File: config.mk
export PLATFORM = sky130hd
export DESIGN_NAME = coreahblite_slavearbiter_rr
export DESIGN_NICKNAME = d
export VERILOG_FILES = /design/src/rtl/coreahblite_arb_pkg.sv /design/src/rtl/coreahblite_rr_picker.sv /design/src/rtl/coreahblite_slavearbiter_rr.sv
export SDC_FILE = /design/constraint.sdc
export NUM_CORES = 1
export LEC_CHECK = 0
export BUFFER_PORTS_ARGS = -buffer_cell sky130_fd_sc_hd__buf_2
export CELL_PAD_IN_SITES_DETAIL_PLACEMENT = 0
export CELL_PAD_IN_SITES_GLOBAL_PLACEMENT = 2
export CORE_ASPECT_RATIO = 1.75
export CORE_MARGIN = 4
export CORE_UTILIZATION = 27
export CTS_BUF_LIST = sky130_fd_sc_hd__clkbuf_16
export DETAILED_ROUTE_END_ITERATION = 16
export PLACE_DENSITY = 0.87
export SKIP_LAST_GASP = 1
export SLEW_MARGIN = 20
export SYNTH_ARGS = -nofsm -noshare
export SYNTH_HDL_FRONTEND = slang
export SYNTH_HIERARCHICAL = 1
export SYNTH_SLANG_ARGS = --single-unit
File: constraint.sdc
create_clock -name HCLK -period 2.2 [get_ports HCLK]
set_clock_uncertainty 0.15 [all_clocks]
set_input_delay 0.11 -clock HCLK [delete_from_list [all_inputs] [get_ports HCLK]]
set_output_delay 0.11 -clock HCLK [all_outputs]
set_load 0.01 [all_outputs]
File: src/rtl/coreahblite_arb_pkg.sv
// Shared definitions for the CoreAHBLite per-slave round-robin arbiter:
// state encodings, master-count limit and owner-index width derivation.
package coreahblite_arb_pkg;

    localparam int MAX_MASTERS = 16;

    typedef enum logic [1:0] {
        ST_DONE       = 2'd0,
        ST_EXTEND     = 2'd1,
        ST_LOCK       = 2'd2,
        ST_LOCKEXTEND = 2'd3
    } arb_st_e;

    // Owner index width; a single master still gets a 1-bit index.
    function automatic int idx_width(input int n);
        return (n <= 2) ? 1 : $clog2(n);
    endfunction

endpackage

File: src/rtl/coreahblite_rr_picker.sv
// Combinational round-robin picker: first set request after 'last',
// scanning upward with wrap, ending at 'last' itself.
module coreahblite_rr_picker #(
    parameter int N  = 4,
    parameter int IW = 2
) (
    input  logic [N-1:0]  req,
    input  logic [IW-1:0] last,
    output logic          found,
    output logic [IW-1:0] idx,
    output logic [N-1:0]  onehot
);

    always_comb begin
        found  = 1'b0;
        idx    = '0;
        onehot = '0;
        for (int k = 1; k <= N; k++) begin
            for (int j = 0; j < N; j++) begin
                if (!found && req[j] && (j == (int'(last) + k) % N)) begin
                    found = 1'b1;
                    idx   = IW'(j);
                end
            end
        end
        for (int j = 0; j < N; j++) begin
            onehot[j] = found && (idx == IW'(j));
        end
    end

endmodule

File: src/rtl/coreahblite_slavearbiter_rr.sv
// Per-slave round-robin address-phase arbiter with locked-transfer hold.
// Optional lock-hold timeout enabled by defining COREAHBLITE_LOCK_TIMEOUT_EN.
module coreahblite_slavearbiter_rr
    import coreahblite_arb_pkg::*;
#(
    parameter int NUM_MASTERS  = 4,
    parameter int LOCK_TIMEOUT = 256,
    localparam int IDX_W       = idx_width(NUM_MASTERS)
) (
    input  logic                   HCLK,
    input  logic                   HRESET,
    input  logic [NUM_MASTERS-1:0] MADDRSEL,
    input  logic                   ADDRPHEND,
    input  logic [NUM_MASTERS-1:0] MGATEDHMASTLOCK,
    output logic [NUM_MASTERS-1:0] MASTERADDRINPROG,
    output logic [IDX_W-1:0]       OWNER,
    output logic                   LOCKACTIVE,
    output logic                   LOCKTIMEOUT,
    output logic [1:0]             st_dbg
);

    localparam logic [IDX_W-1:0] OWNER_RST = IDX_W'(NUM_MASTERS - 1);

    if (NUM_MASTERS < 1 || NUM_MASTERS > MAX_MASTERS ||
        LOCK_TIMEOUT < 2 || LOCK_TIMEOUT > 65535) begin : g_param_err
        $error("coreahblite_slavearbiter_rr: illegal parameter value");
    end

    arb_st_e                st, st_n;
    logic [IDX_W-1:0]       owner, owner_n;
    logic [NUM_MASTERS-1:0] owner_oh, grant, pick_oh;
    logic [IDX_W-1:0]       pick_idx;
    logic                   pick_found, owner_valid, owner_req, owner_lock;
    logic                   lock_timeout_n;

    coreahblite_rr_picker #(.N(NUM_MASTERS), .IW(IDX_W)) u_picker (
        .req    (MADDRSEL),
        .last   (owner),
        .found  (pick_found),
        .idx    (pick_idx),
        .onehot (pick_oh)
    );

    always_comb begin
        owner_oh = '0;
        for (int j = 0; j < NUM_MASTERS; j++) begin
            owner_oh[j] = (owner == IDX_W'(j));
        end
    end

    assign owner_valid = int'(owner) < NUM_MASTERS;
    assign owner_req   = |(MADDRSEL & owner_oh);
    assign owner_lock  = |(MGATEDHMASTLOCK & owner_oh);

`ifdef COREAHBLITE_LOCK_TIMEOUT_EN
    localparam logic [15:0] TO_LAST = 16'(LOCK_TIMEOUT - 1);
    logic [15:0] lock_cnt, lock_cnt_n;
    logic        timed_out;

    // >= rather than == so a lock whose count ran past the limit while
    // being granted still releases on its next idle cycle.
    assign timed_out = (lock_cnt >= TO_LAST);

    always_comb begin
        lock_cnt_n = lock_cnt;
        if (st == ST_DONE) begin
            lock_cnt_n = '0;
        end else if (st == ST_LOCK && lock_cnt != 16'hFFFF) begin
            lock_cnt_n = lock_cnt + 16'd1;
        end
    end

    always_ff @(posedge HCLK or posedge HRESET) begin
        if (HRESET) lock_cnt <= '0;
        else        lock_cnt <= lock_cnt_n;
    end
`endif

    always_comb begin
        st_n           = st;
        owner_n        = owner;
        grant          = '0;
        lock_timeout_n = 1'b0;
        if (!owner_valid) begin
            st_n    = ST_DONE;
            owner_n = OWNER_RST;
        end else begin
            case (st)
                ST_DONE: begin
                    if (pick_found) begin
                        owner_n = pick_idx;
                        if (|(MGATEDHMASTLOCK & pick_oh)) begin
                            st_n = ST_LOCK;
                        end else begin
                            grant = pick_oh;
                            st_n  = ADDRPHEND ? ST_DONE : ST_EXTEND;
                        end
                    end
                end
                ST_EXTEND: begin
                    grant = owner_oh;
                    if (ADDRPHEND) st_n = ST_DONE;
                end
                ST_LOCK: begin
                    if (!owner_lock) begin
                        st_n = ST_DONE;
                    end else if (owner_req) begin
                        grant = owner_oh;
                        st_n  = ADDRPHEND ? ST_LOCK : ST_LOCKEXTEND;
                    end
`ifdef COREAHBLITE_LOCK_TIMEOUT_EN
                    else if (timed_out) begin
                        st_n           = ST_DONE;
                        lock_timeout_n = 1'b1;
                    end
`endif
                end
                ST_LOCKEXTEND: begin
                    grant = owner_oh;
                    if (ADDRPHEND) st_n = ST_LOCK;
                end
                default: begin
                    st_n    = ST_DONE;
                    owner_n = OWNER_RST;
                end
            endcase
        end
    end

    always_ff @(posedge HCLK or posedge HRESET) begin
        if (HRESET) begin
            st          <= ST_DONE;
            owner       <= OWNER_RST;
            LOCKACTIVE  <= 1'b0;
            LOCKTIMEOUT <= 1'b0;
        end else begin
            st          <= st_n;
            owner       <= owner_n;
            LOCKACTIVE  <= (st_n == ST_LOCK) || (st_n == ST_LOCKEXTEND);
            LOCKTIMEOUT <= lock_timeout_n;
        end
    end

    // Grant is combinational; force it off while reset is asserted.
    assign MASTERADDRINPROG = HRESET ? '0 : grant;
    assign OWNER            = owner;
    assign st_dbg           = st;

endmodule
---- Yosys cells after proc, flatten, opt, wreduce, memory -nomap -nowiden ----
Cells that the tools add are included.
cells by class
  add/sub/neg operators ................... 4
  multiply operators ...................... 0
  div/mod/pow operators ................... 0
  $lt $le $gt $ge ......................... 0
  equal/unequal tests ..................... 23
  shift operators ......................... 0
  mux-type cells .......................... 46
  bitwise gates (word level) .............. 7
  reductions and logical operators ........ 67
operators with widths
  kind                                                 number
  logical NOT 32 bit                                   4
  2-to-1 mux 2 bit                                     20
  logical AND 1 bit                                    35
  equality test 3 bit, first input constant            8
  2-to-1 mux 4 bit                                     5
  2-to-1 mux 1 bit                                     19
  equality test 2 bit, second input constant           8
  logical NOT 1 bit                                    15
  AND 4 bit                                            3
  equality test 2 x 3 -> 1 bit, first input constant   4
  one-hot mux 4 bit (3 select lines)                   1
  OR reduction 4 bit                                   3
  OR reduction 2 bit                                   5
  one-hot mux 2 bit (4 select lines)                   1
  equality test 2 x 1 -> 1 bit, second input constant  3
  logical NOT 2 bit                                    3
  adder 2 x 1 -> 2 bit, second input constant          2
  adder 2 bit, second input constant                   2
  AND 1 bit, first input constant                      4
  AND reduction 2 bit                                  1
  logical OR 1 bit                                     1
word-level totals
  bits in registers ....................... 5
  bits in latches ......................... 0
  RAM bits ................................ 0
  memory bits (read-only) ................. 0
  bits of input ports ..................... 11
  output and inout bits ................... 10
  logic and storage cells ................. 150
  memories kept ........................... 0

---- Logic depth before layout (Yosys ltp) ----
  word-level depth ........................ 75
  depth in mapped cells ................... 7

---- By module ----
The synthesis kept the hierarchy.
by module, submodules not included
  module                       times used  cells an instance  area an instance (um2)  seq. area each (um2)
  coreahblite_slavearbiter_rr  1           54                 490.5                   127.6
  coreahblite_rr_picker        1           27                 158.9                   0.0

---- Worst setup path after synthesis ----
Ideal clock, no wire load.
  kind .................................... register to output
  start point ............................. register owner[1] (netlist: OWNER[1])
  end point ............................... output port MASTERADDRINPROG[0]
  arrival ................................. 1.788 ns
  slack ................................... 0.152 ns
  cell stages (with the launch flop) ...... 7
  path buffers ............................ 1
  path through ............................ dfstp_2 > buf_2 > nor2_1 > o311a_1 > a22oi_1 > nand4_1 > a21oi_1
between the ends
  cells in the longest elaborated chain, start to end .. 74
ends and longest elaborated chain
  what                                  line                                source
  start: declaration                    coreahblite_slavearbiter_rr.sv:30   logic [IDX_W-1:0] owner, owner_n;
  start signal: assignment              coreahblite_slavearbiter_rr.sv:138  owner <= owner_n;
  adder 2 x 1 -> 2 bit                  coreahblite_rr_picker.sv:20         if (!found && req[j] && (j == (int'(last) + k) % N)) begin
  OR reduction 2 bit (no line)          --
  AND 1 bit (no line)                   --
  logical NOT 32 bit                    coreahblite_rr_picker.sv:20
  logical AND 1 bit                     coreahblite_rr_picker.sv:20
  2-to-1 mux 1 bit                      coreahblite_rr_picker.sv:20
  logical NOT 1 bit                     coreahblite_rr_picker.sv:20
  logical AND 1 bit (2 in series)       coreahblite_rr_picker.sv:20
  [... 58 more ...]                     --
  logical AND 1 bit *                   coreahblite_rr_picker.sv:27         onehot[j] = found && (idx == IW'(j));
  net pick_oh[1]                        coreahblite_slavearbiter_rr.sv:31   logic [NUM_MASTERS-1:0] owner_oh, grant, pick_oh;
  AND 4 bit *                           coreahblite_slavearbiter_rr.sv:92   if (|(MGATEDHMASTLOCK & pick_oh)) begin
  OR reduction 4 bit *                  coreahblite_slavearbiter_rr.sv:92
  2-to-1 mux 4 bit *                    coreahblite_slavearbiter_rr.sv:92
  2-to-1 mux 4 bit *                    coreahblite_slavearbiter_rr.sv:90   if (pick_found) begin
  one-hot mux 4 bit (3 select lines) *  coreahblite_slavearbiter_rr.sv:88   case (st)
  2-to-1 mux 4 bit *                    coreahblite_slavearbiter_rr.sv:145  assign MASTERADDRINPROG = HRESET ? '0 : grant;
  end: declaration                      coreahblite_slavearbiter_rr.sv:15   output logic [NUM_MASTERS-1:0] MASTERADDRINPROG,
The timed path passes the listed nets; every way through them passes the cells marked *.

---- Worst setup path after layout ----
  start point ............................. register owner[1] (netlist: OWNER[1])
  end point ............................... output port MASTERADDRINPROG[3]
Same word-level chain as after synthesis.

==> flow_metrics.py <==
metrics = {
    "timing": {
        "setup_slack_ps": -47.77,
        "grt_setup_unrepaired": "yes",
        "fin_crit_sh": 1.022,
        "slew_viol_final": 0,
        "period_needed_ps": 2248,
        "setup_tns_ps": -77.50,
        "finalHoldViolations": 0,
        "setup_viol": 4,
        "hold_slack_ps": 53.20,
        "max_freq_mhz": 444.9,
    },
    "setup_path": {
        "critPathArrivalTime_ps": 1990,
        "crit_path_end_kind": "primary output",
        "crit_chain": "nor2_1 > o311a_1 > a22oi_2 > nand4_1 > a21oi_1 > buf_2",
        "critical_path_required_ps": 1940,
        "criticalPathCategory": "reg2out",
        "cpPeakStageDelay_ps": 580,
        "crit_slowest_cell": "dfstp_2",
        "startpoint_type": "flip-flop",
        "cp_max_fo": 7,
    },
    "synthesis": {
        "synth_cells": 81,
        "synth-edff-count": 0,
        "avgSynthCellArea_um2": 8.017,
        "synth_commonest_cells": "nand2_1, a21oi_1, nor2_1",
        "yosysSeqAreaShare": 0.1965,
        "synth_top_area_share": 0.1156,
        "synth_area_leaders": "dfrtp_1, dfstp_2, a21oi_1, buf_6, a32o_1",
        "yosysTopAreaCell": "dfrtp_1",
        "synth_ff_type": "dfrtp_1",
        "yosys_warnings": 6,
        "synth.most_common_cell": "nand2_1",
        "synth_cell_types": 40,
        "ys_async_sr_fraction": 1.000,
        "yosys_register_bits": 5,
        "synth_nets": 92,
        "netlist_area_um2": 649.4,
    },
    "grt": {
        "grt_usage": 0.1378,
        "antenna_found_initial": 0,
        "grt_max_degree": 13,
        "globalRouteOverflowTotal": 0,
        "grt_pass1_vias": 758,
        "grt_pass1_wl_mm": 3.291,
    },
    "place": {
        "placed_area_um2": 744.5,
        "place.gp.congestion": 0.7973,
        "dp.final_hpwl_mm": 1.646,
        "port_buffers": 19,
        "dp.cells": 122,
    },
    "routing": {
        "avgRoutedWirePerCell_um": 16.28,
        "first_iter_violations": 30,
        "avgViaCountPerCell": 5.705,
        "first_pass_iters": 4,
        "drt_wl_total_mm": 2.149,
        "vias": 753,
        "ant_nets": 0,
        "drc": 0,
    },
    "floorplanning": {
        "die_h_um": 72.88,
        "core_mm2": 0.002302,
        "die_x_um": 45.07,
        "start_util": 0.2821,
        "dieArea_mm2": 0.003284,
        "io_pins": 21,
        "num_rows": 23,
    },
    "worst_hold_path": {
        "hold_path_class": "in2reg",
    },
    "cells_and_area": {
        "final_nets": 119,
        "antennaDiodeCount": 0,
        "area_delta_synth_final_pct": 35.65,
        "final_area_um2": 880.8,
        "drive_gt1_frac": 0.3925,
        "stdcell_count": 132,
    },
    "power": {
        "vdd_drop_max_v": 0.0008214,
        "p_leak_nw": 0.4012,
        "p_per_area_mw_per_mm2": 1427,
        "total_power_w": 0.001257,
    },
    "cts": {
        "clk_pin_slew_worst_paths_ps": 30,
        "htreeDepth": 1,
        "clockRootBuffer": "clkbuf_16",
        "clockBufferDepth": 2,
        "cts_sinks": 5,
        "clock_latency_ps": 230,
        "cts-buffers-inserted": 3,
        "cts_tree": "built",
    },
    "flow_run": {
        "cap_violations": 0,
    },
    "status": {
        "violations": "setup timing",
        "status": "complete, but fails checks",
    },
}
[final timing paths]
check	start	end	slack [ps]	cells past startpoint
worst max-delay path	OWNER[1]	MASTERADDRINPROG[3]	-50	6
worst min-delay path	ADDRPHEND	st_dbg[0]	50	4
worst max register to register	OWNER[1]	LOCKACTIVE	170	6
worst min register to register	OWNER[1]	OWNER[1]	660	2
max in group asynchronous	HRESET	OWNER[0]	1460	3
min in group asynchronous	HRESET	st_dbg[1]	200	3
[power by group]
group          internal [W]  switching (W)
Clock              0.000236      0.0000638
Combinational      0.000348       0.000351
Sequential         0.000154       0.000104
[registers in the layout (all words and copies together), names as in the netlist]
| name | cells |
|---|---|
| st_dbg | 2 |
| LOCKACTIVE | 1 |
| OWNER | 2 |
[per-layer routing]
| metal | GRT usage | share of wire |
|---|---|---|
| met1 | 0.1197 | 0.33 |
| met5 | 0 | 0 |
| met4 | 0.1042 | 0.058 |
| met3 | 0.02716 | 0.060 |
| met2 | 0.2555 | 0.56 |
[cells in the final DEF (no fill, tap or decap), types with 2 or more instances in the layout]
master / netlist / routed
a21oi_1: 7 / 7
nor2_1: 6 / 6
nor3b_1: 2 / 2
mux2i_1: 2 / 2
a22oi_2: 0 / 2
clkbuf_16: 0 / 3
nor2b_1: 2 / 2
buf_4: 2 / 8
nand4_1: 4 / 4
nand2_1: 8 / 8
a32o_1: 3 / 3
dfstp_2: 2 / 2
dfrtp_1: 3 / 3
or3b_1: 2 / 2
inv_1: 3 / 4
mux2_2: 2 / 2
o21ai_0: 5 / 5
buf_2: 1 / 19
[final cells by class]
type                    instances  area, um^2
well taps                      25       31.28
flip-flops and latches          5       127.6
clock buffers                   3       75.07
clock inverters                 1       3.754
fillers                       257        1421
inverters                       4       15.01
multi-input cells              66       462.9
repair buffers                 28       165.2
[what timing repair did]
| action | CTS | global route |
|---|---|---|
| buffers inserted | 3 | 2 |
| setup endpoints to repair | 4 | 4 |
| hold endpoints to repair | 5 | 0 |
| hold buffers | 1 | 0 |
| pin swaps | 4 | 6 |
| resized for setup | 2 | 0 |
[critical path, delay by kind of cell, from the launching register on]
family,cells,cell delay (ps)
compound gates,3,800
flops,1,580
simple gates,2,230
buf+inv,1,140
[kinds of logic after synthesis]
group	Yosys count	synth area share
AO/OA/AOI/OAI	27	0.2890
buffers and inverters	10	0.1059
flip-flops	5	0.1965
multiplexers	5	0.1002
other	1	0.005775
AND/OR/NAND/NOR	33	0.3025
[through the flow]
step                setup WS, ps    util
floorplan                  151.7       -
global placement           109.9  0.3234
detailed placement         66.16  0.3234
CTS                        1.600  0.3761
global route              -121.0  0.3826
finish                    -47.77  0.3826
Note: power is estimated with default switching activity, not from simulation.
